<file path="src/rtl/poliriscv_dmem_arb.sv">
// Two-master arbiter for the poliriscv data memory port: the core (m0) has fixed
// priority, the debug/loader port (m1) is guaranteed a grant after MAXWAIT denied cycles.
module poliriscv_dmem_arb #(
    parameter int AW      = 32,
    parameter int DW      = 32,
    parameter int MAXWAIT = 3
) (
    input  logic          clk,
    input  logic          rst,
    input  logic          m0_req,
    input  logic          m0_we,
    input  logic [AW-1:0] m0_addr,
    input  logic [DW-1:0] m0_wdata,
    output logic          m0_gnt,
    output logic          m0_rvalid,
    output logic [DW-1:0] m0_rdata,
    input  logic          m1_req,
    input  logic          m1_we,
    input  logic [AW-1:0] m1_addr,
    input  logic [DW-1:0] m1_wdata,
    output logic          m1_gnt,
    output logic          m1_rvalid,
    output logic [DW-1:0] m1_rdata,
    output logic          mem_en,
    output logic          mem_we,
    output logic [AW-1:0] mem_addr,
    output logic [DW-1:0] mem_wdata,
    input  logic [DW-1:0] mem_rdata
);

    localparam logic [3:0] WAIT_MAX = 4'(MAXWAIT);

    logic [3:0] wait_cnt;
    logic       rpend;
    logic       rsel;
    logic       m1_wins;
    logic       read_granted;

    // m1 overrides the core once it has been starved for MAXWAIT cycles;
    // grants are gated by reset so nothing reaches memory while rst is low.
    always_comb begin
        m1_wins   = m1_req && (!m0_req || wait_cnt == WAIT_MAX);
        m1_gnt    = rst && m1_wins;
        m0_gnt    = rst && m0_req && !m1_wins;
        mem_en    = m0_gnt | m1_gnt;
        mem_we    = 1'b0;
        mem_addr  = '0;
        mem_wdata = '0;
        if (m1_gnt) begin
            mem_we    = m1_we;
            mem_addr  = m1_addr;
            mem_wdata = m1_wdata;
        end else if (m0_gnt) begin
            mem_we    = m0_we;
            mem_addr  = m0_addr;
            mem_wdata = m0_wdata;
        end
    end

    assign read_granted = mem_en && !mem_we;

    always_ff @(posedge clk or negedge rst) begin
        if (!rst) begin
            wait_cnt <= '0;
            rpend    <= 1'b0;
            rsel     <= 1'b0;
        end else begin
            if (!m1_req || m1_gnt) begin
                wait_cnt <= '0;
            end else if (wait_cnt != WAIT_MAX) begin
                wait_cnt <= wait_cnt + 4'd1;
            end
            rpend <= read_granted;
            if (read_granted) begin
                rsel <= m1_gnt;
            end
        end
    end

    // Read data is steered only to the master whose read was granted last cycle.
    assign m0_rvalid = rpend && !rsel;
    assign m1_rvalid = rpend && rsel;
    assign m0_rdata  = m0_rvalid ? mem_rdata : '0;
    assign m1_rdata  = m1_rvalid ? mem_rdata : '0;

endmodule

</file>
<file path="config.mk">
export PLATFORM = sky130hd
export DESIGN_NAME = poliriscv_dmem_arb
export DESIGN_NICKNAME = d
export VERILOG_FILES = /design/src/rtl/poliriscv_dmem_arb.sv
export SDC_FILE = /design/constraint.sdc
export NUM_CORES = 1
export LEC_CHECK = 0
export BUFFER_PORTS_ARGS = -buffer_cell sky130_fd_sc_hd__buf_4
export CAP_MARGIN = 40
export CORE_AREA = 2 2 118 120
export DETAILED_ROUTE_END_ITERATION = 16
export DIE_AREA = 0 0 120 122
export HOLD_SLACK_MARGIN = 0.06
export SLEW_MARGIN = 20
export SYNTH_ARGS = -nofsm -noshare
export SYNTH_HDL_FRONTEND = slang
export SYNTH_SLANG_ARGS = --single-unit
</file>
<file path="constraint.sdc">
create_clock -name clk -period 3.7 [get_ports clk]
set_input_delay 0.37 -clock clk [delete_from_list [all_inputs] [get_ports clk]]
set_output_delay 0.37 -clock clk [all_outputs]
set_load 0.05 [all_outputs]
</file>
Word level (Yosys, flattened, before mapping):

Cells that the tools add are included.

* register bits after elaboration: 6
* bits in latches: 0
* RAM bits: 0
* bits in read-only memories: 0
* bits of input ports: 166
* word-level logic and storage cells: 32
* memories: 0

* $add $sub $neg: 1
* $mul: 0
* div/mod/pow operators: 0
* magnitude comparators: 0
* equality and inequality tests: 2
* shift operators: 0
* mux-type cells: 10
* bitwise logic cells: 1
* reduce and logical (&&, ||, !) cells: 15

Operator list (number)
* $mux 32: 6
* $mux 4: 2
* $logic_and 1x1->1: 7
* $logic_not 1->1: 5
* $add 4x1->4 const B: 1
* $eq 4x2->1 const B: 1
* $ne 4x2->1 const B: 1
* $logic_or 1x1->1: 2
* $mux 1: 2
* $reduce_bool 2->1: 1
* $or 1x1->1: 1

Depth between registers and ports, before layout:

Gate-level depths: netlist of the first run.

* depth in word-level cells: 9
* gate-level depth with buffers: 6
* depth with buffers taken out: 4

Worst setup path after synthesis of the first run:

Ideal clock, no wire load.

* kind: register -> output
* start point: register wait_cnt[0]
* end point: output mem_wdata[12]
* arrival time: 2.216 ns
* required time: 3.330 ns
* path slack: 1.114 ns
* stages on the path, launching flop included: 6
* path buffers: 1
* cells stage by stage: dfrtp_1 > ha_1 > and4bb_2 > nor2_1 > clkbuf_1 > a22o_1

* longest elaborated chain between the ends: 7
* elaborated cells on any way between the ends: 8
* those cells by class: 1 x eq/ne; 2 x mux; 5 x reduce/logical

Ends and longest elaborated chain
* start, declared: line 33 `logic [3:0] wait_cnt;`
* start signal, assigned: line 71 `wait_cnt <= wait_cnt + 4'd1;`
* $eq 4x2->1: line 42 `m1_wins = m1_req && (!m0_req || wait_cnt == WAIT_MAX);`
* $logic_or 1x1->1: line 42
* $logic_and 1x1->1: line 42
* $logic_not 1->1: line 44 `m0_gnt = rst && m0_req && !m1_wins;`
* $logic_and 1x1->1: line 44
* net m0_gnt: line 14 `output logic m0_gnt,`
* $mux 32: line 53 `end else if (m0_gnt) begin`
* $mux 32: line 49 `if (m1_gnt) begin`
* end, declared: line 27 `output logic [DW-1:0] mem_wdata,`

The timed path passes the listed nets, and every way through them passes these cells.

Worst setup path in the final report of the first run:

* start point: register wait_cnt[0]
* end point: output mem_wdata[0]

* longest elaborated chain between the ends: 7
* elaborated cells on any way between the ends: 8
* those cells by class: 1 x eq/ne; 2 x mux; 5 x reduce/logical

Ends and longest elaborated chain (line)
* $eq 4x2->1 (*): 42
* $logic_or 1x1->1 (*): 42
* $logic_and 1x1->1 (*): 42
* $logic_not 1->1: 44
* $logic_and 1x1->1: 44
* $mux 32: 53
* $mux 32 (*): 49

Mark *: on every way between the ends. The rest lies on a longest branch, timed or not.

==> results.py, run 1 <==
metrics = {
    "outcome": {
        "status": "finished, final reports clean",
    },
    "sta": {
        "max_transition_margin": 0.480,
        "final_period_minus_worst_setup_slack_ns": 3.00,
        "final_max_slew_viol_count": 0,
        "fin_crit_sh": 0.810,
        "finalClockSkew_ns": 0.00165,
        "max_slew.worst_pin.slew_ns": 0.778,
        "unrepaired_setup_endpoints_after_global_routing": "no",
        "setup_violations": 0,
        "setup_tns_ns": 0,
        "timing.final.hold_violations": 0,
        "fmax_achieved_mhz": 334,
    },
    "final_layout": {
        "num-nets-final": 647,
        "layout-drive-gt1-share": 0.653,
        "antenna-diode-count": 0,
        "post-route-cell-area_mm2": 0.00396,
        "area.growth.synth_to_final_pct": 171,
        "top_library_cells_by_usage_in_the_layout_fill_and_taps_aside": "304 x sky130_fd_sc_hd__buf_4, 65 x sky130_fd_sc_hd__a22o_1, 34 x sky130_fd_sc_hd__and2_1",
        "layout.cells.most_common": "sky130_fd_sc_hd__buf_4",
    },
    "place": {
        "post-dp-hpwl_um": 8310,
        "portBuffers": 299,
        "placement.cell_area_mm2": 0.00386,
        "place.gp.congestion": 0.739,
    },
    "worst_setup_path": {
        "critical_path_arrival_ns": 2.63,
        "timing.critical_path.required_ns": 3.33,
        "startpoint": "wait_cnt[0]$_DFFE_PN0P_",
        "startpoint_type": "flip-flop",
        "worstPathMaxFanout": 58,
        "critical_path.reg2reg.startpoint": "wait_cnt[0]$_DFFE_PN0P_",
        "worst-setup-path-type": "flip-flop to output port",
        "critical_path_capture_point_type": "output port",
    },
    "yosys": {
        "avgSynthCellArea_um2": 7.60,
        "yosys_warnings": 0,
        "unique_cell_type_count_in_the_yosys_netlist": 27,
        "synth-seq-cells": 6,
        "post_synth_main_area_contributors": "sky130_fd_sc_hd__a22o_1 39%, sky130_fd_sc_hd__and2_1 15%, sky130_fd_sc_hd__and3_1 14%, sky130_fd_sc_hd__dfrtp_1 10%, sky130_fd_sc_hd__clkbuf_1 3.9%",
        "mappedNetlistNets": 359,
        "syn_inst": 192,
        "synth_top_cell_area_share": 0.390,
        "post_synth_top_flop": "sky130_fd_sc_hd__dfrtp_1",
        "synth_edf_count": 0,
        "top_cell_type_by_total_area_after_synthesis": "sky130_fd_sc_hd__a22o_1",
        "mappedNetlistArea_mm2": 0.00146,
        "synth.yosys.seq_area_share": 0.103,
        "asyncSetResetFlopFracSynth": 1.00,
    },
    "global_routing": {
        "grt_util_overall": 0.114,
        "gr-usage-met1": 0.112,
        "grt_most_used_layer": "met2",
        "via_count_of_the_first_global_routing_pass": 2718,
        "overflow": 0,
        "initial_antenna_violation_count": 0,
        "grt_start_max_net_pins": 59,
        "grt_first_pass_wirelength_um": 13400,
        "met3_track_usage_gr": 0.0267,
        "grtUsageMet2": 0.235,
    },
    "min_path": {
        "worst_hold_startpoint": "m0_we",
        "min_path_type": "input port to flip-flop",
    },
    "die": {
        "pin_count": 300,
        "die_w_um": 120,
        "placementRows": 43,
        "core-area_mm2": 0.0135,
        "design.die.area_mm2": 0.0146,
        "initial_core_util": 0.108,
        "die_y_um": 122,
    },
    "pwr": {
        "power_density_mw_per_mm2": 220,
        "power.leakage_nw": 2.28,
        "worst_ir_drop_vdd_mv": 0.0967,
    },
    "clocking": {
        "cts_num_sinks": 6,
        "tritoncts": "yes",
        "clkTransAtPathRegs_ns": 0.03,
        "clock_tree.root_cell": "sky130_fd_sc_hd__clkbuf_16",
        "postCtsResizedCells": 0,
        "clock_tree.buffer_depth": 2,
        "worstSkewPairLatency_ns": 0.23,
        "cts_inserted_buffers": 3,
        "post_cts.repair.setup_buffers": 0,
        "cts_hold_repair.buffers": 1,
        "htreeDepth": 1,
    },
    "detailed_routing": {
        "post-route-drc-count": 0,
        "ant_nets": 0,
        "drt-wirelength-per-cell_um": 14.8,
        "drt_first_pass_iters": 4,
        "routed_via_density": 4.22,
        "routed_wl_um": 9770,
        "detailedRoute.firstIterationViolations": 103,
        "route.vias.total": 2776,
    },
    "flow_run": {
        "max-cap-violations": 0,
    },
}
## cells in the mapped netlist, drive strengths merged (2+ instances only)
cell type,instances
a22o,65
and2,34
and3,33
clkbuf,15
buf,8
dfrtp,6
inv,4
nand3,4
a21oi,3
nand3b,2
nor2b,2
o21ai,2
## logic make-up (layout without fill, tap and decap cells)
kind of cell             after synthesis  count (layout)  share of synthesized area
AND/OR/NAND/NOR                       84              84                      0.361
AO/OA/AOI/OAI                         73              73                      0.428
buffers and inverters                 27             313                     0.0935
flip-flops                             6               6                      0.103
adder cells (fa/ha/maj)                1               1                    0.00857
XOR/XNOR                               1               1                    0.00600
## stage by stage
stage,util,total power [W],setup slack (ns),std cells,hold slack (ns)
floorplan,-,0.000420,1.11,192,0.0744
global placement,0.286,0.000688,1.03,653,0.193
detailed placement,0.286,0.000691,0.966,653,0.196
CTS,0.292,0.000876,0.699,657,0.363
global route,0.293,0.000908,0.576,658,0.379
finish,0.293,0.000871,0.703,658,0.373
## metal layers
metal | vias to the layer above | share of wire
met2 | 197 | 0.54
met1 | 1257 | 0.33
met4 | 0 | 0.021
li1 | 1309 | -
met3 | 13 | 0.11
met5 | - | 0
## flip-flops by register name, indices dropped and copies added, names as in the netlist
| register | count |
|---|---|
| rpend | 1 |
| rsel | 1 |
| wait_cnt | 4 |
## report_power, final
part / leakage [nW] / switching [W] / internal [W]
clock network: 0.0370 / 0.0000410 / 0.000139
logic: 2.16 / 0.000365 / 0.000249
registers: 0.0809 / 0.00000757 / 0.0000694
## area by class of cell
class	count	area [µm²]
Fill cell	1447	9540
Multi-Input combinational cell	159	1190
Tap cell	180	225
Timing Repair Buffer	306	2310
Clock buffer	3	75.1
Inverter	4	15.0
Sequential cell	6	150
## worst max-delay path, cell delays in order (launching register included)
cell                       delay (ns)
sky130_fd_sc_hd__dfrtp_1         0.38
sky130_fd_sc_hd__ha_1            0.23
sky130_fd_sc_hd__or3b_1          0.47
sky130_fd_sc_hd__a211oi_4        0.28
sky130_fd_sc_hd__buf_4           0.52
sky130_fd_sc_hd__a22o_1          0.26
sky130_fd_sc_hd__buf_4           0.21
## worst paths after layout
kind	depth (start not counted)	slack (ns)	to
worst max-delay path	6	0.70	mem_wdata[0]
worst min-delay path	2	0.37	rpend$_DFF_PN0_
worst max register to register	4	2.20	rpend$_DFF_PN0_
worst min register to register	2	0.59	wait_cnt[1]$_DFFE_PN0P_
max in group asynchronous	2	3.04	wait_cnt[0]$_DFFE_PN0P_
min in group asynchronous	2	0.53	wait_cnt[1]$_DFFE_PN0P_
No activity file was read; power rests on OpenSTA's default activity.
==> run 2, diff against run 1 <==
--- a/config.mk
+++ b/config.mk
@@ -5,11 +5,12 @@
 export SDC_FILE = /design/constraint.sdc
 export NUM_CORES = 1
 export LEC_CHECK = 0
+export ABC_AREA = 1
 export BUFFER_PORTS_ARGS = -buffer_cell sky130_fd_sc_hd__buf_4
 export CAP_MARGIN = 40
-export CORE_AREA = 2 2 118 120
+export CORE_AREA = 2 2 117 119
 export DETAILED_ROUTE_END_ITERATION = 16
-export DIE_AREA = 0 0 120 122
+export DIE_AREA = 0 0 119 121
 export HOLD_SLACK_MARGIN = 0.06
 export SLEW_MARGIN = 20
 export SYNTH_ARGS = -nofsm -noshare
==> constraint.sdc (replaced) <==
create_clock -name clk -period 2.6 [get_ports clk]
set_input_delay 0.26 -clock clk [delete_from_list [all_inputs] [get_ports clk]]
set_output_delay 0.26 -clock clk [all_outputs]
set_load 0.05 [all_outputs]
==> results.py, run 2 <==
metrics = {
    "clocking": {
        "cts_inserted_buffers": 3,
        "tritoncts": "yes",
        "post_cts.repair.setup_buffers": 0,
        "postCtsResizedCells": 0,
        "clock_tree.root_cell": "sky130_fd_sc_hd__clkbuf_16",
        "htreeDepth": 1,
        "cts_num_sinks": 6,
        "clkTransAtPathRegs_ns": 0.03,
        "cts_hold_repair.buffers": 1,
        "worstSkewPairLatency_ns": 0.23,
        "clock_tree.buffer_depth": 2,
    },
    "sta": {
        "setup_tns_ns": 0,
        "final_period_minus_worst_setup_slack_ns": 2.30,
        "fmax_achieved_mhz": 435,
        "max_slew.worst_pin.slew_ns": 0.697,
        "final_max_slew_viol_count": 0,
        "unrepaired_setup_endpoints_after_global_routing": "no",
        "timing.final.hold_violations": 0,
        "max_transition_margin": 0.535,
        "timing.final.ws_setup_ns": 0.303,
        "setup_violations": 0,
        "finalClockSkew_ns": 0.00174,
        "fin_crit_sh": 0.883,
    },
    "yosys": {
        "synth_top_cell_area_share": 0.449,
        "mappedNetlistNets": 522,
        "avgSynthCellArea_um2": 4.57,
        "synth_edf_count": 0,
        "syn_inst": 355,
        "yosys-top-cells-count": "194 x sky130_fd_sc_hd__nand2_1, 68 x sky130_fd_sc_hd__nor2_1, 39 x sky130_fd_sc_hd__inv_1",
        "yosysMostFrequentCell": "sky130_fd_sc_hd__nand2_1",
        "synth-seq-cells": 6,
        "asyncSetResetFlopFracSynth": 1.00,
        "mappedNetlistArea_mm2": 0.00162,
        "top_cell_type_by_total_area_after_synthesis": "sky130_fd_sc_hd__nand2_1",
        "unique_cell_type_count_in_the_yosys_netlist": 19,
        "post_synth_top_flop": "sky130_fd_sc_hd__dfrtp_1",
        "yosys_warnings": 0,
        "post_synth_main_area_contributors": "sky130_fd_sc_hd__nand2_1 45%, sky130_fd_sc_hd__nor2_1 16%, sky130_fd_sc_hd__dfrtp_1 9.3%, sky130_fd_sc_hd__inv_1 9.0%, sky130_fd_sc_hd__buf_6 6.9%",
        "synth.yosys.seq_area_share": 0.0926,
    },
    "final_layout": {
        "regMostFlops": "wait_cnt",
        "layout-drive-gt1-share": 0.502,
        "layout.cells.most_common": "sky130_fd_sc_hd__buf_4",
        "largest_register_ffs": 4,
        "fin_util": 0.311,
        "antenna-diode-count": 0,
        "top_library_cells_by_usage_in_the_layout_fill_and_taps_aside": "302 x sky130_fd_sc_hd__buf_4, 194 x sky130_fd_sc_hd__nand2_1, 68 x sky130_fd_sc_hd__nor2_1",
        "stdcell_count": 819,
        "area.growth.synth_to_final_pct": 151,
        "num-nets-final": 812,
        "post-route-cell-area_mm2": 0.00407,
        "largestRegisters": "wait_cnt (4), rpend (1), rsel (1)",
    },
    "detailed_routing": {
        "drt-wirelength-per-cell_um": 11.0,
        "drt_first_pass_iters": 4,
        "routed_wl_um": 9010,
        "detailedRoute.firstIterationViolations": 71,
        "routed_via_density": 3.74,
        "ant_nets": 0,
        "route.vias.total": 3060,
        "post-route-drc-count": 0,
    },
    "place": {
        "place.gp.congestion": 0.848,
        "portBuffers": 299,
        "placement.setup.worst_slack_ns": 0.552,
        "placement.cell_area_mm2": 0.00398,
        "place_inst": 815,
        "post-dp-hpwl_um": 7630,
    },
    "pwr": {
        "power.share.switching": 0.513,
        "cell_internal_pwr_w": 0.000659,
        "power_density_mw_per_mm2": 333,
        "power.leakage_nw": 2.64,
        "comb_power_share": 0.736,
        "pwr-share-clk": 0.184,
        "p_seq_frac": 0.080,
        "worst_ir_drop_vdd_mv": 0.169,
        "netSwitchingPower_w": 0.000695,
    },
    "global_routing": {
        "grt_start_max_net_pins": 58,
        "overflow": 0,
        "grt_util_overall": 0.108,
        "initial_antenna_violation_count": 0,
        "via_count_of_the_first_global_routing_pass": 2841,
        "grt_first_pass_wirelength_um": 12900,
    },
    "die": {
        "design.die.area_mm2": 0.0144,
        "pin_count": 300,
        "initial_core_util": 0.124,
        "die_y_um": 121,
        "core-area_mm2": 0.0131,
        "placementRows": 42,
        "die_w_um": 119,
    },
    "worst_setup_path": {
        "critical_path_capture_point_type": "output port",
        "critical_path_arrival_ns": 2.04,
        "startpoint_type": "input port",
        "worstPathMaxFanout": 57,
        "timing.critical_path.required_ns": 2.34,
        "worst-setup-path-type": "input port to output port",
    },
    "outcome": {
        "status": "finished, final reports clean",
    },
    "flow_run": {
        "max-cap-violations": 0,
    },
    "min_path": {
        "min_path_type": "input port to flip-flop",
    },
}
## run 2: changes by cell type after synthesis, moves of 2 or more
cell / before / now
sky130_fd_sc_hd__o21ai_0: 2 / 0
sky130_fd_sc_hd__inv_2: 0 / 2
sky130_fd_sc_hd__nor2_1: 1 / 68
sky130_fd_sc_hd__nand2_2: 0 / 12
sky130_fd_sc_hd__nand3b_1: 2 / 0
sky130_fd_sc_hd__and2_1: 34 / 0
sky130_fd_sc_hd__a22o_1: 65 / 0
sky130_fd_sc_hd__buf_6: 4 / 10
sky130_fd_sc_hd__and3_1: 33 / 0
sky130_fd_sc_hd__clkbuf_1: 15 / 6
sky130_fd_sc_hd__inv_1: 4 / 39
sky130_fd_sc_hd__nand2_1: 1 / 194
sky130_fd_sc_hd__nor2b_1: 2 / 0
## run 2: cell type report
class	instances	area, µm²
Clock buffer	3	75.1
Fill cell	1457	9020
Inverter	41	154
Multi-Input combinational cell	288	1150
Sequential cell	6	150
Tap cell	176	220
Timing Repair Buffer	305	2320
## run 2: path summary, 6_finish.rpt
kind	start	endpoint	slack [ns]	depth (start not counted)
max	rst	mem_wdata[28]	0.30	10
min	m1_req	wait_cnt[2]$_DFFE_PN0P_	0.31	3
max reg2reg	wait_cnt[0]$_DFFE_PN0P_	rsel$_DFFE_PN0P_	1.21	8
min reg2reg	rsel$_DFFE_PN0P_	rsel$_DFFE_PN0P_	0.50	2
max in group asynchronous	rst	rpend$_DFF_PN0_	2.04	2
min in group asynchronous	rst	wait_cnt[3]$_DFFE_PN0P_	0.42	2
## run 2: critical path, cell delays in order
cell and delay [ns]:
sky130_fd_sc_hd__dlygate4sd3_1 0.54, sky130_fd_sc_hd__buf_4 0.19, sky130_fd_sc_hd__nand2_1 0.07, sky130_fd_sc_hd__inv_1 0.07, sky130_fd_sc_hd__nand2_1 0.06, sky130_fd_sc_hd__inv_2 0.17
sky130_fd_sc_hd__buf_12 0.27, sky130_fd_sc_hd__nand2_1 0.10, sky130_fd_sc_hd__nand2_1 0.07, sky130_fd_sc_hd__buf_4 0.20
## run 2: per-stage QoR
step	total power (W)	hold WS, ns
detailed placement	0.00111	0.0908
global placement	0.00111	0.0922
finish	0.00135	0.308
CTS	0.00137	0.301
global route	0.00143	0.330
floorplan	0.000701	-0.0356
## run 2: power groups by stage
stage,Clock [W],Combinational (W),Sequential (W)
after floorplan,0,0.000593,0.000108
after global placement,0,0.00100,0.000109
after detailed placement,0,0.00100,0.000109
after CTS,0.000255,0.00100,0.000108
after global routing,0.000263,0.00105,0.000110
final,0.000249,0.000996,0.000109
## run 2: kinds of logic (layout without fill, tap and decap cells)
| family | count (synthesis) | count (layout) | synth area share |
|---|---|---|---|
| XOR/XNOR | 1 | 1 | 0.00540 |
| AND/OR/NAND/NOR | 283 | 283 | 0.687 |
| buffers and inverters | 61 | 349 | 0.197 |
| AO/OA/AOI/OAI | 3 | 3 | 0.0108 |
| adder cells (fa/ha/maj) | 1 | 1 | 0.00771 |
| flip-flops | 6 | 6 | 0.0926 |
## run 2: per-layer routing
metal / global-route usage / routed length (µm) / vias up
li1: - / - / 1595
met1: 0.109 / 3270 / 1271
met5: 0 / 0 / -
met3: 0.0343 / 979 / 8
met4: 0.0260 / 119 / 0
met2: 0.213 / 4640 / 186
==> run 3, diff against run 2 <==
--- a/config.mk
+++ b/config.mk
@@ -8,10 +8,13 @@
 export ABC_AREA = 1
 export BUFFER_PORTS_ARGS = -buffer_cell sky130_fd_sc_hd__buf_4
 export CAP_MARGIN = 40
-export CORE_AREA = 2 2 117 119
+export CELL_PAD_IN_SITES_DETAIL_PLACEMENT = 0
+export CELL_PAD_IN_SITES_GLOBAL_PLACEMENT = 1
+export CORE_MARGIN = 1.5
+export CORE_UTILIZATION = 12
 export DETAILED_ROUTE_END_ITERATION = 16
-export DIE_AREA = 0 0 119 121
 export HOLD_SLACK_MARGIN = 0.06
+export PLACE_DENSITY_LB_ADDON = 0.1
 export SLEW_MARGIN = 20
 export SYNTH_ARGS = -nofsm -noshare
 export SYNTH_HDL_FRONTEND = slang
==> results.py, run 3 (synthesis gave the netlist of run 2 again) <==
metrics = {
    "detailed_routing": {
        "ant_nets": 0,
        "routed_via_density": 3.71,
        "post-route-drc-count": 0,
        "detailedRoute.firstIterationViolations": 63,
        "route.vias.total": 3038,
        "drt-wirelength-per-cell_um": 11.6,
        "routed_wl_um": 9530,
        "drt_first_pass_iters": 4,
    },
    "pwr": {
        "power.leakage_nw": 2.64,
        "comb_power_share": 0.738,
        "worst_ir_drop_vdd_mv": 0.153,
        "pwr-share-clk": 0.182,
        "netSwitchingPower_w": 0.000691,
        "cell_internal_pwr_w": 0.000662,
        "power_density_mw_per_mm2": 331,
        "power.share.switching": 0.511,
        "p_seq_frac": 0.080,
    },
    "sta": {
        "max_slew.worst_pin.slew_ns": 0.592,
        "fin_crit_sh": 0.902,
        "final_max_slew_viol_count": 0,
        "timing.final.hold_violations": 0,
        "max_transition_margin": 0.605,
        "unrepaired_setup_endpoints_after_global_routing": "no",
        "final_period_minus_worst_setup_slack_ns": 2.34,
        "setup_violations": 0,
        "finalClockSkew_ns": 0.000333,
        "fmax_achieved_mhz": 427,
        "setup_tns_ns": 0,
    },
    "worst_setup_path": {
        "critical_path_capture_point_type": "output port",
        "ff2ff_path_depth": 8,
        "worst-setup-path-type": "input port to output port",
        "critical_path_arrival_ns": 2.08,
        "worstPathMaxFanout": 48,
        "startpoint_type": "input port",
        "setup.reg_to_reg.worst_slack_ns": 0.93,
        "timing.critical_path.required_ns": 2.34,
    },
    "flow_run": {
        "max-cap-violations": 0,
    },
    "global_routing": {
        "via_count_of_the_first_global_routing_pass": 2863,
        "grt_first_pass_wirelength_um": 14300,
        "grt_util_overall": 0.126,
        "overflow": 0,
        "grt_start_max_net_pins": 49,
        "initial_antenna_violation_count": 0,
    },
    "clocking": {
        "cts_num_sinks": 6,
        "tritoncts": "yes",
        "postCtsResizedCells": 0,
        "clock_tree.root_cell": "sky130_fd_sc_hd__clkbuf_16",
        "post_cts.repair.setup_buffers": 0,
        "worstSkewPairLatency_ns": 0.23,
        "htreeDepth": 1,
        "cts_inserted_buffers": 3,
        "clock_tree.buffer_depth": 2,
        "clkTransAtPathRegs_ns": 0.03,
    },
    "place": {
        "portBuffers": 299,
        "post-dp-hpwl_um": 8100,
        "place.gp.congestion": 0.761,
        "place_inst": 815,
    },
    "final_layout": {
        "stdcell_count": 819,
        "area.growth.synth_to_final_pct": 152,
        "regMostFlops": "wait_cnt",
        "top_library_cells_by_usage_in_the_layout_fill_and_taps_aside": "300 x sky130_fd_sc_hd__buf_4, 194 x sky130_fd_sc_hd__nand2_1, 68 x sky130_fd_sc_hd__nor2_1",
        "antenna-diode-count": 0,
        "layout-drive-gt1-share": 0.502,
        "num-nets-final": 812,
        "largest_register_ffs": 4,
        "largestRegisters": "wait_cnt (4), rpend (1), rsel (1)",
        "layout.cells.most_common": "sky130_fd_sc_hd__buf_4",
        "fill_cells": 1489,
    },
    "die": {
        "core-area_mm2": 0.0132,
        "pin_count": 300,
        "die_w_um": 119,
        "initial_core_util": 0.123,
        "die_y_um": 119,
        "design.die.area_mm2": 0.0142,
        "placementRows": 42,
    },
    "min_path": {
        "min_path_cells": 3,
        "min_path_type": "input port to flip-flop",
    },
    "outcome": {
        "status": "finished, final reports clean",
    },
}
==> run 3: changes by cell type in the layout (fill, tap and decap cells not counted) <==
cell,delta
sky130_fd_sc_hd__buf_12,+1
sky130_fd_sc_hd__buf_4,-2
sky130_fd_sc_hd__buf_8,+1
==> run 3: power by group through the flow <==
| stage | registers (W) | clock network (W) | logic [W] |
|---|---|---|---|
| global route | 0.000109 | 0.000258 | 0.00106 |
| floorplan | 0.000108 | 0 | 0.000593 |
| global placement | 0.000109 | 0 | 0.00100 |
| finish | 0.000108 | 0.000246 | 0.000999 |
| CTS | 0.000108 | 0.000252 | 0.00101 |
| detailed placement | 0.000109 | 0 | 0.00101 |
==> run 3: path summary, 6_finish.rpt <==
path / to / from
worst max register to register: rsel$_DFFE_PN0P_ / wait_cnt[0]$_DFFE_PN0P_
min in group asynchronous: wait_cnt[3]$_DFFE_PN0P_ / rst
worst max-delay path: mem_wdata[4] / rst
worst min-delay path: wait_cnt[2]$_DFFE_PN0P_ / m1_req
max in group asynchronous: wait_cnt[2]$_DFFE_PN0P_ / rst
worst min register to register: rsel$_DFFE_PN0P_ / rsel$_DFFE_PN0P_
==> run 3: area by class of cell <==
cell class	count	area, µm²	share of cell area
Clock buffer	3	75.1	0.0184
Inverter	41	154	0.0376
Multi-Input combinational cell	288	1150	0.282
Sequential cell	6	150	0.0367
Tap cell	176	220	0.0539
Timing Repair Buffer	305	2340	0.572
==> run 3: stage by stage <==
stage / instance area, µm² / utilization / setup slack, ns / total power (W) / hold slack, ns
3_3_place_gp: 3990 / 0.302 / 0.479 / 0.00111 / 0.0938
6_report: 4090 / 0.310 / 0.256 / 0.00135 / 0.319
4_1_cts: 4090 / 0.310 / 0.207 / 0.00137 / 0.321
5_1_grt: 4090 / 0.310 / 0.0678 / 0.00143 / 0.338
2_1_floorplan: 1620 / - / 0.158 / 0.000701 / -0.0356
3_5_place_dp: 4000 / 0.304 / 0.466 / 0.00112 / 0.0942
==> run 3: critical path: stages <==
cell and delay, ns:
sky130_fd_sc_hd__dlygate4sd3_1 0.54, sky130_fd_sc_hd__buf_4 0.18, sky130_fd_sc_hd__nand2_1 0.07, sky130_fd_sc_hd__inv_1 0.07, sky130_fd_sc_hd__nand2_1 0.06, sky130_fd_sc_hd__inv_2 0.25, sky130_fd_sc_hd__buf_12 0.27, sky130_fd_sc_hd__nand2_1 0.07
sky130_fd_sc_hd__nand2_1 0.07, sky130_fd_sc_hd__buf_4 0.20
==> run 3: what timing repair did <==
item,CTS,global route
endpoints found under the hold margin,6,0
hold buffers,1,0
setup endpoints to repair,0,0
==> run 3: metal layers <==
layer  part of all wire  track usage  vias to the layer above  routed length, µm
li1                   -            -                     1595                  -
met1               0.33        0.120                     1281               3130
met2               0.56        0.258                      150               5350
met3              0.091       0.0359                       12                863
met4              0.019       0.0339                        0                182
met5                  0            0                        -                  0
